===== src/rtl/bus_ctrl.sv =====
// Pin-side bus controller: latches one CPU request, runs SETUP/ACCESS/DONE with wait states.
// Optional macro BUS_EXT_READY_EN: ACCESS also waits on bus_rdy, with a TIMEOUT error exit.
module bus_ctrl #(
    parameter int unsigned ADDR_W   = 12,
    parameter int unsigned DATA_W   = 4,
    parameter int unsigned WAIT_CYC = 1,
    parameter int unsigned TIMEOUT  = 15
) (
    input  logic              clk,
    input  logic              rst,
    input  logic              cpu_req,
    input  logic              cpu_we,
    input  logic [ADDR_W-1:0] cpu_addr,
    input  logic [DATA_W-1:0] cpu_wdata,
    output logic              cpu_ack,
    output logic [DATA_W-1:0] cpu_rdata,
    output logic              cpu_err,
    output logic              busy,
    output logic [ADDR_W-1:0] bus_addr,
    output logic [DATA_W-1:0] bus_data_out,
    input  logic [DATA_W-1:0] bus_data_in,
    output logic              bus_rw,
    input  logic              bus_rdy
);

    typedef enum logic [1:0] {StIdle, StSetup, StAccess, StDone} state_e;

    localparam logic [7:0] WaitCyc = 8'(WAIT_CYC);

    state_e            state_q, state_d;
    logic              we_q;
    logic              rw_q;
    logic              err_q;
    logic [7:0]        wait_cnt_q;
    logic [ADDR_W-1:0] addr_q;
    logic [DATA_W-1:0] wdata_q;
    logic [DATA_W-1:0] rdata_q;
    logic              access_done;
    logic              access_err;

`ifdef BUS_EXT_READY_EN
    localparam logic [7:0] TimeoutCnt = 8'(TIMEOUT);

    // Ready wins over timeout when both land on the same cycle.
    always_comb begin
        access_done = 1'b0;
        access_err  = 1'b0;
        if (state_q == StAccess) begin
            if ((wait_cnt_q >= WaitCyc) && bus_rdy) begin
                access_done = 1'b1;
            end else if (wait_cnt_q == TimeoutCnt) begin
                access_done = 1'b1;
                access_err  = 1'b1;
            end
        end
    end
`else
    logic       unused_rdy;
    logic [7:0] unused_timeout;
    assign unused_rdy     = bus_rdy;
    assign unused_timeout = 8'(TIMEOUT);

    always_comb begin
        access_done = (state_q == StAccess) && (wait_cnt_q == WaitCyc);
        access_err  = 1'b0;
    end
`endif

    always_ff @(posedge clk) begin
        if (rst) begin
            state_q <= StIdle;
        end else begin
            state_q <= state_d;
        end
    end

    always_comb begin
        state_d = state_q;
        unique case (state_q)
            StIdle:   if (cpu_req) state_d = StSetup;
            StSetup:  state_d = StAccess;
            StAccess: if (access_done) state_d = StDone;
            StDone:   state_d = StIdle;
            default:  state_d = StIdle;
        endcase
    end

    always_ff @(posedge clk) begin
        if (rst) begin
            we_q       <= 1'b0;
            rw_q       <= 1'b0;
            err_q      <= 1'b0;
            wait_cnt_q <= 8'd0;
            addr_q     <= '0;
            wdata_q    <= '0;
            rdata_q    <= '0;
        end else begin
            if ((state_q == StIdle) && cpu_req) begin
                we_q    <= cpu_we;
                addr_q  <= cpu_addr;
                wdata_q <= cpu_we ? cpu_wdata : '0;
            end
            if (state_q == StSetup) begin
                wait_cnt_q <= 8'd0;
            end else if (state_q == StAccess) begin
                wait_cnt_q <= wait_cnt_q + 8'd1;
            end
            if (access_done) begin
                err_q <= access_err;
                if (!we_q) begin
                    rdata_q <= access_err ? '0 : bus_data_in;
                end
            end
            // Registered so the pin output-enable never glitches on state decode.
            rw_q <= (state_d == StAccess) && we_q;
        end
    end

    always_comb begin
        cpu_ack      = (state_q == StDone);
        cpu_err      = (state_q == StDone) && err_q;
        busy         = (state_q != StIdle);
        cpu_rdata    = rdata_q;
        bus_addr     = addr_q;
        bus_data_out = wdata_q;
        bus_rw       = rw_q;
    end

endmodule


===== config.mk =====
export PLATFORM = sky130hd
export DESIGN_NAME = bus_ctrl
export DESIGN_NICKNAME = d
export VERILOG_FILES = /design/src/rtl/bus_ctrl.sv
export SDC_FILE = /design/constraint.sdc
export NUM_CORES = 1
export LEC_CHECK = 0
export ABC_AREA = 1
export BUFFER_PORTS_ARGS = -buffer_cell sky130_fd_sc_hd__buf_2
export CAP_MARGIN = 20
export CORE_MARGIN = 2
export CORE_UTILIZATION = 55
export CTS_BUF_LIST = sky130_fd_sc_hd__clkbuf_4
export CTS_CLUSTER_SIZE = 14
export DETAILED_ROUTE_END_ITERATION = 12
export PLACE_DENSITY = 0.87
export SLEW_MARGIN = 30
export SYNTH_ARGS = -nofsm -noshare
export SYNTH_HDL_FRONTEND = slang
export SYNTH_SLANG_ARGS = --single-unit

===== constraint.sdc =====
create_clock -name clk -period 3 [get_ports clk]
set_input_delay 0.6 -clock clk [delete_from_list [all_inputs] [get_ports clk]]
set_output_delay 0.6 -clock clk [all_outputs]
set_load 0.01 [all_outputs]

==> results.toml <==
[status]
outcome = "finished, final reports clean"

[clock_tree]
cts_resized = 0
cts_tree = "built"
cts.path.max_buffers = 2
cts_setup_buffers = 0
h-tree-depth = 2
clock_latency_ps = 320
cts_buffers = 5
ctsHoldBuffers = 0
cts_root_buf = "clkbuf_4"
cts_sinks = 32
path_clk_slew_ps = 90

[synthesis]
ys_seq_elements = 32
synth_compound_area_share_pct = 10.5
synth_top_area_share_pct = 45.9
synth-xor-area-share_pct = 0
synthCells = 185
synth_top_area_cell = "dfxtp_1"
muxShareOfSynthArea_pct = 0
syn_area_mm2 = 0.00140
synthSimpleGateAreaFrac_pct = 27.5
synth.distinct_cells = 21
synth_fa_ha_area_share_pct = 6.27
synth_top_family_by_area = "simple AND/OR/NAND/NOR gates"
synth.avg_cell_area_um2 = 7.55
syn_nets = 217
yosysSeqAreaShare_pct = 45.9
synthTopCellsByArea = "dfxtp_1, nor2_1, nand2_1, ha_1, inv_1"
yosys_warnings = 0

[detailed_routing]
highest_layer = "met4"
met3_length_um = 186
drt_wl_total_um = 2620
drtPass1Iterations = 4
ant_nets = 0
wl_per_cell_um = 9.98
drc = 0
drt_iter0_drc = 22
wl_met2_um = 1190
vias_per_cell = 4.69
via_count = 1228
wl_met1_um = 1170

[finish]
diodes = 0
fillers = 224
area_growth_pct = 19.6
final_cells = 262
final_cell_mix = "buf_2, nor2_1, nand2_1, dfxtp_1, inv_1"
drive_gt1_share_pct = 26.7
final_common_cell = "buf_2"
nNetsFinal = 264

[place]
hpwlAfterDp_um = 2010
pre_cts_ws_ps = 1170
dp.cells = 255
gp_congestion = 0.796
io_buffers = 46

[sta]
tightest_slew_ps = 503
finalMaxSlewViolations = 0
fin_crit_sh_pct = 60.1
relSlewSlack_pct = 66.4
hold_violations = 0
setup_ws_ps = 1200
setup_violations = 0
period_needed_ps = 1800
hold_slack_ps = 446
fin_skew_ps = 3.67
rsz0062_at_grt = "no"
fmax_mhz = 554
fin_tns_setup_ps = 0

[floorplan]
start_util_pct = 57.4
die_h_um = 54.4
die_w_um = 54.4
dieArea_mm2 = 0.00296
num_rows = 18
pin_count = 49
core-area_mm2 = 0.00243

[critical_path]
cp_data_arrival_time_ps = 1200
path_max_fanout = 4
critPathLaunchType = "flip-flop"
crit_required_ps = 2400
path_class = "flip-flop to output pin"
worstSetupEndpointType = "output pin"

[hold_path]
min_path_type = "flip-flop to flip-flop"

[grt]
grt_pass1_wl_um = 4210
antenna_found_initial = 0
grt_use_total_pct = 20.2
grt-ovfl-total = 0
grt_pass1_vias = 1006
grt_max_degree = 19

[job]
maxCapViolCount = 0

[power_and_ir_drop]
seqPwrFrac_pct = 53.8
comb_power_share_pct = 20.7
switching_share_pct = 29.5
p_leak_nw = 0.854
pwr-share-clk_pct = 25.5
p_int_uw = 628
peakVddDrop_mv = 0.421
p_switching_uw = 263
pwr_density_cell_mw_per_mm2 = 533
cell usage after synthesis:
master,count
nor2_1,42
dfxtp_1,32
nand2_1,32
inv_1,23
o21ai_0,17
a21oi_1,9
ha_1,7
nor3_1,4
buf_4,3
buf_2,2
nand3_1,2
nor2_2,2
nor2_4,2
a21oi_2,1
buf_6,1
conb_1,1
inv_2,1
nand2_4,1
nand3_4,1
nand4_2,1
o21a_1,1
cells by family (layout without fill, tap and decap cells):
group	count (synthesis)	after routing
AO/OA/AOI/OAI	28	28
adder cells (fa/ha/maj)	7	7
buffers and inverters	30	77
flip-flops	32	32
other	1	1
AND/OR/NAND/NOR	87	87
per-layer routing:
metal  global-route usage, %  vias up
li1                        -      659
met1                    24.4      524
met2                    31.7       38
met3                    6.83        7
met4                    10.0        0
met5                       0        -
per-stage QoR:
step | power [mW] | instance area, µm² | utilization (%)
floorplan | 0.620 | 1400 | -
global placement | 0.669 | 1620 | 66.6
detailed placement | 0.676 | 1620 | 66.6
CTS | 0.902 | 1670 | 68.7
global route | 0.960 | 1670 | 68.7
finish | 0.891 | 1670 | 68.7
critical path, stage by stage (launching register included):
cell and delay, ps:
dfxtp_1 390, inv_1 110, ha_1 220, inv_1 50, buf_2 110
final cells by class:
cell class              count  area, µm²  share of cell area (%)
well taps                  30       37.5                    2.25
repair buffers             46        230                    13.8
clock buffers               6       45.0                    2.70
flip-flops and latches     32        641                    38.4
multi-input cells         123        622                    37.2
inverters                  24       90.1                    5.39
clock inverters             1       5.00                   0.300
final timing paths:
kind | startpoint | endpoint | slack [ps] | depth (start not counted)
max | state_q[0] | busy | 1200 | 4
min | we_q | bus_rw | 450 | 2
max reg2reg | state_q[0] | bus_addr[9] | 1210 | 6
min reg2reg | we_q | bus_rw | 450 | 2
state kept, by name, indices dropped and copies added (netlist names):
name,count
wait_cnt_q,8
we_q,1
bus_addr,12
cpu_rdata,4
state_q,2
bus_data_out,4
bus_rw,1
power groups by stage:
| stage | Clock, mW | Sequential (mW) | Combinational [mW] |
|---|---|---|---|
| 2_1_floorplan | 0 | 0.501 | 0.119 |
| 3_3_place_gp | 0 | 0.488 | 0.181 |
| 3_5_place_dp | 0 | 0.489 | 0.186 |
| 4_1_cts | 0.236 | 0.480 | 0.187 |
| 5_1_grt | 0.259 | 0.485 | 0.216 |
| 6_report | 0.227 | 0.479 | 0.185 |
Power figures use the tool's default switching activity.
